**src/rtl/gomoku_pkg.sv**
```systemverilog
// gomoku_pkg
// Shared definitions for the Gomoku win scanner:
//   - state_e    : scanner FSM states
//   - dir_e      : direction encoding reported on the dir output
//   - DIR_DR/DC  : per-direction (row, col) step, indexed by dir_e
//   - DEFAULT_BOARD_N / DEFAULT_WIN_LEN : standard 15x15 board, five in a row
package gomoku_pkg;

   localparam int DEFAULT_BOARD_N = 15;
   localparam int DEFAULT_WIN_LEN = 5;

   typedef enum logic [1:0] {
      IDLE     = 2'd0,
      WALK_POS = 2'd1,
      WALK_NEG = 2'd2,
      DONE     = 2'd3
   } state_e;

   typedef enum logic [1:0] {
      DIR_H = 2'd0,
      DIR_V = 2'd1,
      DIR_D = 2'd2,
      DIR_A = 2'd3
   } dir_e;

   // Positive step of each direction; the negative walk simply negates it.
   localparam logic signed [1:0] DIR_DR [4] = '{2'sd0, 2'sd1, 2'sd1,  2'sd1};
   localparam logic signed [1:0] DIR_DC [4] = '{2'sd1, 2'sd0, 2'sd1, -2'sd1};

endpackage

```
**src/rtl/gomoku_step.sv**
```systemverilog
// gomoku_step
// Combinational address generator: origin +/- k*(dr,dc) for direction d.
// Ports:
//   origin_row, origin_col : walk origin
//   d                      : direction (dir_e encoding)
//   k                      : step distance from origin
//   neg                    : 1 walks against the direction
//   tgt_row, tgt_col       : target coordinate (low bits, valid when in_bounds)
//   in_bounds              : target lies on the board
//   bit_idx                : flat board index row*BOARD_N+col of the target
module gomoku_step
   import gomoku_pkg::*;
#(
   parameter int BOARD_N = DEFAULT_BOARD_N
)(
   input  logic [$clog2(BOARD_N)-1:0]         origin_row,
   input  logic [$clog2(BOARD_N)-1:0]         origin_col,
   input  logic [1:0]                         d,
   input  logic [$clog2(BOARD_N)-1:0]         k,
   input  logic                               neg,
   output logic [$clog2(BOARD_N)-1:0]         tgt_row,
   output logic [$clog2(BOARD_N)-1:0]         tgt_col,
   output logic                               in_bounds,
   output logic [$clog2(BOARD_N*BOARD_N)-1:0] bit_idx
);

   localparam int COORD_W = $clog2(BOARD_N);
   localparam int IDX_W   = $clog2(BOARD_N*BOARD_N);
   // Two extra bits: one for the sign, one so origin+k never overflows.
   localparam int SW      = COORD_W + 2;
   localparam logic signed [SW-1:0] LIMIT = SW'(BOARD_N);

   logic signed [1:0]    dr;
   logic signed [1:0]    dc;
   logic signed [SW-1:0] k_s;
   logic signed [SW-1:0] off_r;
   logic signed [SW-1:0] off_c;
   logic signed [SW-1:0] r_s;
   logic signed [SW-1:0] c_s;

   // Target computed in signed arithmetic so a step off the left/top edge
   // goes negative instead of wrapping into the neighbouring row.
   always_comb begin
      dr    = DIR_DR[d];
      dc    = DIR_DC[d];
      k_s   = signed'({2'b00, k});
      off_r = '0;
      off_c = '0;
      if (dr == 2'sd1) begin
         off_r = k_s;
      end else if (dr == -2'sd1) begin
         off_r = -k_s;
      end
      if (dc == 2'sd1) begin
         off_c = k_s;
      end else if (dc == -2'sd1) begin
         off_c = -k_s;
      end
      if (neg) begin
         off_r = -off_r;
         off_c = -off_c;
      end
      r_s       = signed'({2'b00, origin_row}) + off_r;
      c_s       = signed'({2'b00, origin_col}) + off_c;
      in_bounds = !r_s[SW-1] && (r_s < LIMIT) && !c_s[SW-1] && (c_s < LIMIT);
      tgt_row   = r_s[COORD_W-1:0];
      tgt_col   = c_s[COORD_W-1:0];
      bit_idx   = IDX_W'(tgt_row) * IDX_W'(BOARD_N) + IDX_W'(tgt_col);
   end

endmodule

```
**src/rtl/gomoku_win_scanner.sv**
```systemverilog
// gomoku_win_scanner
// Checks whether the stone just placed at (row,col) completes a run of at
// least WIN_LEN stones in any of the four line directions. One cell is
// examined per clock, walking outward from the origin in both senses.
// Ports:
//   clk, rst   : clock, asynchronous active-high reset
//   start      : scan request, taken only when idle
//   row, col   : coordinate of the last placed stone
//   board      : one player's stones, bit row*BOARD_N+col
//   busy       : scanner not idle
//   done       : one-cycle pulse when win/dir/err are valid
//   win, dir   : run found and its direction (0 H, 1 V, 2 diag, 3 anti-diag)
//   err        : requested coordinate was off the board
module gomoku_win_scanner
   import gomoku_pkg::*;
#(
   parameter int BOARD_N = DEFAULT_BOARD_N,
   parameter int WIN_LEN = DEFAULT_WIN_LEN
)(
   input  logic                         clk,
   input  logic                         rst,
   input  logic                         start,
   input  logic [$clog2(BOARD_N)-1:0]   row,
   input  logic [$clog2(BOARD_N)-1:0]   col,
   input  logic [BOARD_N*BOARD_N-1:0]   board,
   output logic                         busy,
   output logic                         done,
   output logic                         win,
   output logic [1:0]                   dir,
   output logic                         err
);

   localparam int COORD_W = $clog2(BOARD_N);
   localparam int CW      = $clog2(WIN_LEN + 1);
   localparam int IDX_W   = $clog2(BOARD_N*BOARD_N);
   localparam int CELLS   = BOARD_N * BOARD_N;

   state_e               state_q, state_n;
   logic [COORD_W-1:0]   row_q, row_n;
   logic [COORD_W-1:0]   col_q, col_n;
   logic [CELLS-1:0]     snap_q, snap_n;
   dir_e                 d_q, d_n;
   logic [CW-1:0]        count_q, count_n;
   logic [COORD_W-1:0]   k_q, k_n;
   logic                 win_q, win_n;
   logic [1:0]           dir_q, dir_n;
   logic                 err_q, err_n;

   logic [COORD_W-1:0]   step_row;
   logic [COORD_W-1:0]   step_col;
   logic [1:0]           step_d;
   logic [COORD_W-1:0]   step_k;
   logic                 step_neg;
   logic                 in_bounds;
   logic [IDX_W-1:0]     bit_idx;
   logic                 cell_bit;
   logic                 cell_set;
   // The walk only needs the flat index; coordinates are left for debug.
   logic [COORD_W-1:0]   unused_tgt_row;
   logic [COORD_W-1:0]   unused_tgt_col;

   // While idle the stepper is fed the live inputs with k=0, so its bounds
   // flag doubles as the coordinate range check and its index addresses
   // the origin stone on the live board.
   always_comb begin
      step_row = row_q;
      step_col = col_q;
      step_d   = d_q;
      step_k   = k_q;
      step_neg = (state_q == WALK_NEG);
      cell_bit = snap_q[bit_idx];
      if (state_q == IDLE) begin
         step_row = row;
         step_col = col;
         step_d   = DIR_H;
         step_k   = '0;
         cell_bit = board[bit_idx];
      end
      cell_set = in_bounds && cell_bit;
   end

   gomoku_step #(
      .BOARD_N (BOARD_N)
   ) u_step (
      .origin_row (step_row),
      .origin_col (step_col),
      .d          (step_d),
      .k          (step_k),
      .neg        (step_neg),
      .tgt_row    (unused_tgt_row),
      .tgt_col    (unused_tgt_col),
      .in_bounds  (in_bounds),
      .bit_idx    (bit_idx)
   );

   // State and datapath registers; reset aborts any scan without a done.
   always_ff @(posedge clk or posedge rst) begin
      if (rst) begin
         state_q <= IDLE;
         row_q   <= '0;
         col_q   <= '0;
         snap_q  <= '0;
         d_q     <= DIR_H;
         count_q <= '0;
         k_q     <= '0;
         win_q   <= 1'b0;
         dir_q   <= 2'd0;
         err_q   <= 1'b0;
      end else begin
         state_q <= state_n;
         row_q   <= row_n;
         col_q   <= col_n;
         snap_q  <= snap_n;
         d_q     <= d_n;
         count_q <= count_n;
         k_q     <= k_n;
         win_q   <= win_n;
         dir_q   <= dir_n;
         err_q   <= err_n;
      end
   end

   // Next-state logic. Each walk cycle looks at one cell: a stone extends
   // the run and pushes one step further, anything else turns the walk
   // around (positive -> negative) or moves to the next direction.
   always_comb begin
      state_n = state_q;
      row_n   = row_q;
      col_n   = col_q;
      snap_n  = snap_q;
      d_n     = d_q;
      count_n = count_q;
      k_n     = k_q;
      win_n   = win_q;
      dir_n   = dir_q;
      err_n   = err_q;
      unique case (state_q)
         IDLE: begin
            if (start) begin
               row_n   = row;
               col_n   = col;
               snap_n  = board;
               win_n   = 1'b0;
               dir_n   = 2'd0;
               err_n   = 1'b0;
               d_n     = DIR_H;
               count_n = CW'(1);
               k_n     = COORD_W'(1);
               if (!in_bounds) begin
                  err_n   = 1'b1;
                  state_n = DONE;
               end else if (!cell_bit) begin
                  state_n = DONE;
               end else begin
                  state_n = WALK_POS;
               end
            end
         end
         WALK_POS, WALK_NEG: begin
            if (cell_set) begin
               count_n = count_q + 1'b1;
               k_n     = k_q + 1'b1;
               // This stone completes the run; longer runs stop here too.
               if (count_q == CW'(WIN_LEN - 1)) begin
                  win_n   = 1'b1;
                  dir_n   = d_q;
                  state_n = DONE;
               end
            end else if (state_q == WALK_POS) begin
               k_n     = COORD_W'(1);
               state_n = WALK_NEG;
            end else if (d_q == DIR_A) begin
               state_n = DONE;
            end else begin
               d_n     = dir_e'(d_q + 2'd1);
               count_n = CW'(1);
               k_n     = COORD_W'(1);
               state_n = WALK_POS;
            end
         end
         DONE: begin
            state_n = IDLE;
         end
         default: begin
            state_n = IDLE;
         end
      endcase
   end

   // Outputs are straight decodes of registered state.
   always_comb begin
      busy = (state_q != IDLE);
      done = (state_q == DONE);
      win  = win_q;
      dir  = dir_q;
      err  = err_q;
   end

endmodule

```
**config.mk**
```make
export PLATFORM = sky130hd
export DESIGN_NAME = gomoku_win_scanner
export DESIGN_NICKNAME = d
export VERILOG_FILES = /design/src/rtl/gomoku_pkg.sv /design/src/rtl/gomoku_step.sv /design/src/rtl/gomoku_win_scanner.sv
export SDC_FILE = /design/constraint.sdc
export NUM_CORES = 1
export LEC_CHECK = 0
export CAP_MARGIN = 10
export CORE_UTILIZATION = 40
export CTS_BUF_LIST = sky130_fd_sc_hd__clkbuf_2
export CTS_CLUSTER_DIAMETER = 50
export CTS_CLUSTER_SIZE = 8
export DETAILED_ROUTE_END_ITERATION = 12
export GPL_ROUTABILITY_DRIVEN = 0
export GPL_TIMING_DRIVEN = 0
export SETUP_SLACK_MARGIN = 0.1
export SLEW_MARGIN = 15
export SYNTH_ARGS = -nofsm -noshare
export SYNTH_HDL_FRONTEND = slang
export SYNTH_SLANG_ARGS = --single-unit
export TNS_END_PERCENT = 100
```
**constraint.sdc**
```tcl
create_clock -name clk -period 14.7 [get_ports clk]
set_input_delay 2.205 -clock clk [delete_from_list [all_inputs] [get_ports clk]]
set_output_delay 2.205 -clock clk [all_outputs]
set_load 0.01 [all_outputs]
```
# Word level (Yosys, flattened, before mapping)
# Cells that the tools add are included.
dict set report totals {
  output_inout_bits 6
  inputBits 236
  word_cells 112
  regBits 248
}
dict set report classes {
  n_addsub 9
  n_eq_ne 19
  n_bitwise 1
  order_cmp 4
  mux 52
  n_mul 1
  n_reduce_logical 16
}
# op n
set op_table {}
lappend op_table {{$mux 2} 18}
lappend op_table {{$mux 6} 6}
lappend op_table {{$mux 4} 7}
lappend op_table {{$bmux 1 s8} 2}
lappend op_table {{$add 5x6->6} 2}
lappend op_table {{$lt 6x5->1 const B} 2}
lappend op_table {{$mux 3} 4}
lappend op_table {{$ne 2x2->1 const B} 6}
lappend op_table {{$neg 6->6} 2}
lappend op_table {{$eq 2x2->1 const B} 5}
lappend op_table {{$lt 8x9->1 const B} 1}
lappend op_table {{$ne 3x3->1 const B} 3}
lappend op_table {{$add 8x4->8} 1}
lappend op_table {{$bmux 2 s2} 2}
lappend op_table {{$mul 4x4->8 const B} 1}
lappend op_table {{$pmux 2 s2} 2}
lappend op_table {{$pmux 4 s2} 1}
lappend op_table {{$reduce_and 4->1} 2}
lappend op_table {{$mux 1} 7}
lappend op_table {{$eq 2x1->1 const B} 3}
lappend op_table {{$neg 4->6} 1}
lappend op_table {{$pmux 2 s3} 1}
lappend op_table {{$pmux 3 s2} 1}
lappend op_table {{$reduce_and 5->1} 1}
lappend op_table {{other kinds (15)} 21}

# Depth between registers and ports, before layout
dict set report depth {
  depth_word 21
  ltp_mapped 32
  ltp_nobuf 29
}

# By module
# Synthesis repeated with hierarchy kept, for this count alone.
dict set report hier_totals {
  cells_unflattened 1137
  hier_area_um2 14898.0
}
# module n_inst seq_area_each_um2 area_each_um2 cells_per_inst
set modules_own_cells {}
lappend modules_own_cells {gomoku_win_scanner 1 6206.0 13643.1 979}
lappend modules_own_cells {gomoku_step 1 0.0 1255.0 158}

# Worst setup path after synthesis
# OpenSTA, ideal clock, no wires.
dict set report synth_timing {
  path_type {input-to-reg}
  from {input port row[0]}
  to {register k_q[3]}
  arrival_ns 7.922
  cell_stages 23
  slack_ns 6.659
  setup_time_ns 0.120
  t_required_ns 14.580
  path_buffers 1
  cell_sequence {mux2_2 > ha_1 > fa_1 > xnor2_1 > fa_1 > inv_1 > fa_1 > inv_1 > fa_1 > inv_1 > ha_1 > nand2b_2 > a21oi_4 > xnor2_1 > buf_2 > mux2_2 > a211oi_2 > a21oi_1 > a22o_1 > a41oi_4 > nand2_4 > mux2_4 > a31o_1}
}
dict set report synth_between {
  elab_chain_cells 10
  elab_cells_between_ends 19
  cone_classes {add/sub: 2; mul: 1; order compare: 1; eq/ne: 1; mux: 8; reduce/logical: 6}
}
# element line
set synth_rtl {}
lappend synth_rtl {{from (decl)} gomoku_win_scanner.sv:23} ;# input logic [$clog2(BOARD_N)-1:0] row,
lappend synth_rtl {{$mux 4 *} gomoku_win_scanner.sv:72} ;# if (state_q == IDLE) begin
lappend synth_rtl {{$add 5x6->6 *} gomoku_step.sv:63} ;# r_s = signed'({2'b00, origin_row}) + off_r;
lappend synth_rtl {{$mul 4x4->8} gomoku_step.sv:68} ;# bit_idx = IDX_W'(tgt_row) * IDX_W'(BOARD_N) + IDX_W'(tgt_col);
lappend synth_rtl {{$add 8x4->8} gomoku_step.sv:68}
lappend synth_rtl {{$bmux 1 s8 (on tied branches)} {gomoku_win_scanner.sv:71, gomoku_win_scanner.sv:77}}
lappend synth_rtl {{$mux 1 (on tied branches)} {gomoku_win_scanner.sv:71, gomoku_win_scanner.sv:77}}
lappend synth_rtl {{$mux 1} gomoku_win_scanner.sv:72}
lappend synth_rtl {{$logic_and 1x1->1 *} gomoku_win_scanner.sv:79} ;# cell_set = in_bounds && cell_bit;
lappend synth_rtl {{$ne 4x4->1 (no source line) or $mux 4 (tied branches)} n/a}
lappend synth_rtl {{$reduce_and 3->1 (no source line) or $pmux 4 s2 (tied branches)} n/a}
lappend synth_rtl {{to (signal assigned)} gomoku_win_scanner.sv:116} ;# k_q <= k_n;
lappend synth_rtl {{to (decl)} gomoku_win_scanner.sv:44} ;# logic [COORD_W-1:0] k_q, k_n;
# Mark *: on every way between the ends. The rest lies on a longest branch, timed or not. The select of a mux whose other input is x is not followed.
# A chain may end at the register's enable or synchronous reset.

# Worst setup path in the final report
dict set report layout_timing {
  from {register state_q[1]}
  to {register k_q[3]}
}
dict set report layout_between {
  elab_chain_cells 20
  elab_cells_between_ends 52
  cone_classes {add/sub: 6; mul: 1; order compare: 2; eq/ne: 8; mux: 24; bitwise: 1; reduce/logical: 10}
}
# element line
set layout_rtl {}
lappend layout_rtl {{from (decl)} gomoku_win_scanner.sv:38} ;# state_e state_q, state_n;
lappend layout_rtl {{from (signal assigned)} gomoku_win_scanner.sv:110} ;# state_q <= state_n;
lappend layout_rtl {{$logic_not 2->1} {gomoku_win_scanner.sv:72, gomoku_win_scanner.sv:137}}
lappend layout_rtl {{$mux 2} gomoku_win_scanner.sv:72}
lappend layout_rtl {{$not 2->3 (implied by the code)} {gomoku_step.sv:44, gomoku_step.sv:45}}
lappend layout_rtl {{$bmux 2 s2} gomoku_step.sv:44} ;# dr = DIR_DR[d];
lappend layout_rtl {{$mux 2 (implied by the code) (2 in a row)} gomoku_step.sv:44}
lappend layout_rtl {{$eq 2x1->1} gomoku_step.sv:51} ;# end else if (dr == -2'sd1) begin
lappend layout_rtl {{$mux 6} gomoku_step.sv:51}
lappend layout_rtl {{$mux 6} gomoku_step.sv:49} ;# if (dr == 2'sd1) begin
lappend layout_rtl {{[... 3 more ...]} n/a}
lappend layout_rtl {{$mul 4x4->8} gomoku_step.sv:68}
lappend layout_rtl {{$add 8x4->8} gomoku_step.sv:68}
lappend layout_rtl {{$bmux 1 s8 (on tied branches)} {gomoku_win_scanner.sv:71, gomoku_win_scanner.sv:77}}
lappend layout_rtl {{$mux 1 (on tied branches)} {gomoku_win_scanner.sv:71, gomoku_win_scanner.sv:77}}
lappend layout_rtl {{$mux 1} gomoku_win_scanner.sv:72}
lappend layout_rtl {{$logic_and 1x1->1} gomoku_win_scanner.sv:79}
lappend layout_rtl {{$ne 4x4->1 (no source line) or $mux 4 (tied branches)} n/a}
lappend layout_rtl {{$reduce_and 3->1 (no source line) or $pmux 4 s2 (tied branches)} n/a}
# Several ways; a longest one is shown, not always the timed one. The select of a mux whose other input is x is not followed.

==> impl_metrics.prom <==
# TYPE chip_impl_metric gauge
chip_impl_metric{name="synthesis.area_per_instance",unit="um2"} 9.413
chip_impl_info{name="cts_root_buffer",value="clkbuf_2"} 1
chip_impl_metric{name="worst_path_largest_cell_delay",unit="ns"} 0.78
chip_impl_metric{name="finalSetupViolations",unit=""} 0
chip_impl_metric{name="number_of_antenna_violations_at_the_first_check_in_global_routing",unit=""} 1
chip_impl_info{name="synth_most_common_cell",value="nand2_1"} 1
chip_impl_metric{name="setup_tns",unit="ns"} 0
chip_impl_metric{name="achievable-frequency",unit="GHz"} 0.1035
chip_impl_metric{name="totalWireLength",unit="um"} 51460
chip_impl_metric{name="numPortBuffers",unit=""} 241
chip_impl_metric{name="mappedNetlistNets",unit=""} 1880
chip_impl_metric{name="dieHeight",unit="um"} 196.0
chip_impl_info{name="critical_path.reg2reg.startpoint",value="state_q[1]$_DFFE_PP0P_"} 1
chip_impl_info{name="flip_flop_cell_with_the_highest_count_after_synthesis",value="dfrtp_1"} 1
chip_impl_info{name="worst_setup_path_end_kind",value="flop"} 1
chip_impl_metric{name="detail_route.iter0.violations",unit=""} 1199
chip_impl_metric{name="grt_overflow",unit=""} 0
chip_impl_metric{name="dpl.hpwl",unit="um"} 38590
chip_impl_metric{name="report.final.hold_viol_count",unit=""} 0
chip_impl_metric{name="worst-r2r-setup-slack",unit="ns"} 5.04
chip_impl_metric{name="first_global_vias",unit=""} 13270
chip_impl_metric{name="pin_slew_with_the_least_headroom_to_its_limit",unit="ns"} 1.163
chip_impl_metric{name="avgViaCountPerCell",unit=""} 5.617
chip_impl_metric{name="drt-pass1-iter-count",unit=""} 6
chip_impl_metric{name="post-cts-setup-buffers",unit=""} 0
chip_impl_info{name="criticalPathCategory",value="reg2reg"} 1
chip_impl_metric{name="core",unit="um2"} 36790
chip_impl_metric{name="drc",unit=""} 0
chip_impl_info{name="yosys-top-cells-count",value="754 x nand2_1, 248 x dfrtp_1, 114 x mux4_2"} 1
chip_impl_metric{name="async_flop_share",unit="%"} 100.0
chip_impl_metric{name="route.vias.total",unit=""} 13320
chip_impl_metric{name="slew_viol_final",unit=""} 0
chip_impl_metric{name="core.rowCount",unit=""} 70
chip_impl_metric{name="synthDominantCellAreaShare",unit="%"} 41.23
chip_impl_metric{name="cts.htree.levels",unit=""} 2
chip_impl_metric{name="max-cap-violations",unit=""} 0
chip_impl_metric{name="start_util",unit="%"} 40.92
chip_impl_metric{name="maximum_number_of_pins_on_one_net_before_global_route_repair",unit=""} 111
chip_impl_metric{name="synthesis.instances",unit=""} 1599
chip_impl_metric{name="cts_hold_buffers",unit=""} 0
chip_impl_metric{name="synth_seq_cells",unit=""} 248
chip_impl_metric{name="die_width",unit="um"} 196.0
chip_impl_metric{name="pin_count",unit=""} 242
chip_impl_info{name="worstSetupStartpointType",value="flop"} 1
chip_impl_metric{name="layout-area-overhead-vs-synth",unit="%"} 23.09
chip_impl_metric{name="cts_max_path_buffers",unit=""} 3
chip_impl_metric{name="finalClockSkew",unit="ns"} 0.04907
chip_impl_metric{name="post-route-min-period",unit="ns"} 9.660
chip_impl_info{name="worstSetupStartpoint",value="state_q[1]$_DFFE_PP0P_"} 1
chip_impl_info{name="netlist.top_cell.by_area",value="dfrtp_1"} 1
chip_impl_metric{name="number_of_buffers_inserted_during_clock_tree_synthesis",unit=""} 43
chip_impl_metric{name="cts_repair_resize_count",unit=""} 0
chip_impl_metric{name="global_route.usage.total",unit="%"} 27.14
chip_impl_metric{name="clock_sinks",unit=""} 248
chip_impl_metric{name="grt_first_pass_wirelength",unit="um"} 78530
chip_impl_metric{name="cp.arrival",unit="ns"} 10.38
chip_impl_metric{name="detail_route.wl_per_cell",unit="um"} 21.70
chip_impl_metric{name="timing.critical_path.required",unit="ns"} 15.42
chip_impl_info{name="critPathCapture",value="k_q[3]$_DFFE_PP0P_"} 1
chip_impl_metric{name="clkSlewWorstSetupHoldPaths",unit="ns"} 0.16
chip_impl_metric{name="die_area",unit="um2"} 38410
chip_impl_metric{name="number_of_library_cell_types_mapped_by_synthesis",unit=""} 74
chip_impl_metric{name="fin_crit_sh",unit="%"} 65.71
chip_impl_metric{name="timing.slew.headroom",unit="%"} 21.26
chip_impl_metric{name="post_synth_instance_area",unit="um2"} 15050
chip_impl_metric{name="final_layout_size_suffix_gt1_share",unit="%"} 12.93
chip_impl_metric{name="insertion_delay",unit="ns"} 0.84
chip_impl_info{name="most_area_consuming_cells_after_synthesis",value="dfrtp_1 41%, nand2_1 19%, mux4_2 17%"} 1
chip_impl_metric{name="nets",unit=""} 2168
chip_impl_metric{name="ys.warnings.count",unit=""} 0
chip_impl_info{name="critical_path.slowest_cell",value="clkbuf_1"} 1
chip_impl_metric{name="synth_enable_flop_cells",unit=""} 0
chip_impl_info{name="r2r_end",value="k_q[3]$_DFFE_PP0P_"} 1
chip_impl_metric{name="ant_nets",unit=""} 0
chip_impl_info{name="rsz_0062_raised_after_global_routing",value="no"} 1
chip_impl_info{name="cts_tree",value="yes"} 1
chip_impl_metric{name="seq_area_frac_synth",unit="%"} 41.23
chip_impl_metric{name="maximum_net_fanout_on_the_critical_path",unit=""} 10
chip_impl_info{name="status",value="completed"} 1
chip_impl_metric{name="number_of_cells_on_the_worst_reg_to_reg_path",unit=""} 25
chip_impl_info{name="min-delay-path-class",value="reg2reg"} 1
[flip-flops by register name, indices dropped and copies added, names as in the netlist]
name and flops:
d_q 2, snap_q 225, k_q 4, col_q 4, count_q 3, err 1, dir 2, win 1
state_q 2, row_q 4
[stage by stage]
step / util, % / hold slack [ns] / std cells / setup WS (ns) / area [um2]
after floorplan: - / 0.4403 / 1599 / 5.680 / 15050
after global placement: 49.07 / 0.4526 / 2308 / 2.250 / 18050
after detailed placement: 49.24 / 0.4568 / 2310 / 4.858 / 18110
after CTS: 50.36 / 0.4884 / 2371 / 5.171 / 18530
after global routing: 50.37 / 0.5056 / 2372 / 4.587 / 18530
final: 50.37 / 0.4865 / 2372 / 5.040 / 18530
[cell usage in the layout (no fill, tap or decap), drive strengths merged, types with 30 or more instances in the layout]
cell type | synthesis | final
buf | 41 | 43
clkbuf | 61 | 107
clkdlybuf4s50 | 0 | 241
dfrtp | 248 | 248
ha | 37 | 37
inv | 42 | 43
mux2i | 30 | 30
mux4 | 115 | 115
nand2 | 755 | 755
nor2 | 38 | 38
[cell type report]
| class | instances | area [um2] |
|---|---|---|
| antenna | 1 | 2.502 |
| buffer | 102 | 489.2 |
| clock buffer | 46 | 230.2 |
| clock inverter | 15 | 182.7 |
| fill | 3510 | 18260 |
| inverter | 43 | 168.9 |
| multi-input combinational | 1206 | 8195 |
| sequential | 248 | 6206 |
| tap | 468 | 585.6 |
| timing repair buffer | 243 | 2467 |
[worst max-delay path: cells and delay by family, from the launching register on]
kind / cells / cell delay, ns
buf+inv: 7 / 3.24
fa+ha+maj: 6 / 2.48
compound gates: 5 / 1.34
mux: 4 / 1.32
flops: 1 / 0.46
xor+xnor: 1 / 0.43
simple gates: 2 / 0.25
[worst min path at each step]
stage                                        from                      end  slack [ns]  cells after the start
after global placement    snap_q[170]$_DFFE_PP0P_  snap_q[170]$_DFFE_PP0P_        0.45                      2
after floorplan           snap_q[102]$_DFFE_PP0P_  snap_q[102]$_DFFE_PP0P_        0.44                      2
after CTS                 snap_q[147]$_DFFE_PP0P_  snap_q[147]$_DFFE_PP0P_        0.49                      2
final                      snap_q[81]$_DFFE_PP0P_   snap_q[81]$_DFFE_PP0P_        0.49                      2
after detailed placement  snap_q[130]$_DFFE_PP0P_  snap_q[130]$_DFFE_PP0P_        0.46                      2
after global routing       snap_q[91]$_DFFE_PP0P_   snap_q[91]$_DFFE_PP0P_        0.51                      2
[kinds of logic after synthesis]
kind of cell	after synthesis	share of synthesized area, %
simple gates	872	23.02
buf+inv	145	4.323
mux	161	20.45
fa+ha+maj	45	4.140
flops	248	41.23
compound gates	110	5.553
xor+xnor	18	1.288
[per-layer routing]
metal	routed length [um]	vias up	global-route usage [%]
li1	-	5974	-
met1	22200	6648	38.68
met2	23870	608	43.23
met3	4041	94	3.851
met4	1350	0	7.755
met5	0	-	0
Power is not shown: default switching activity piles up to over one toggle a cycle in this logic, so the estimate is an artifact.
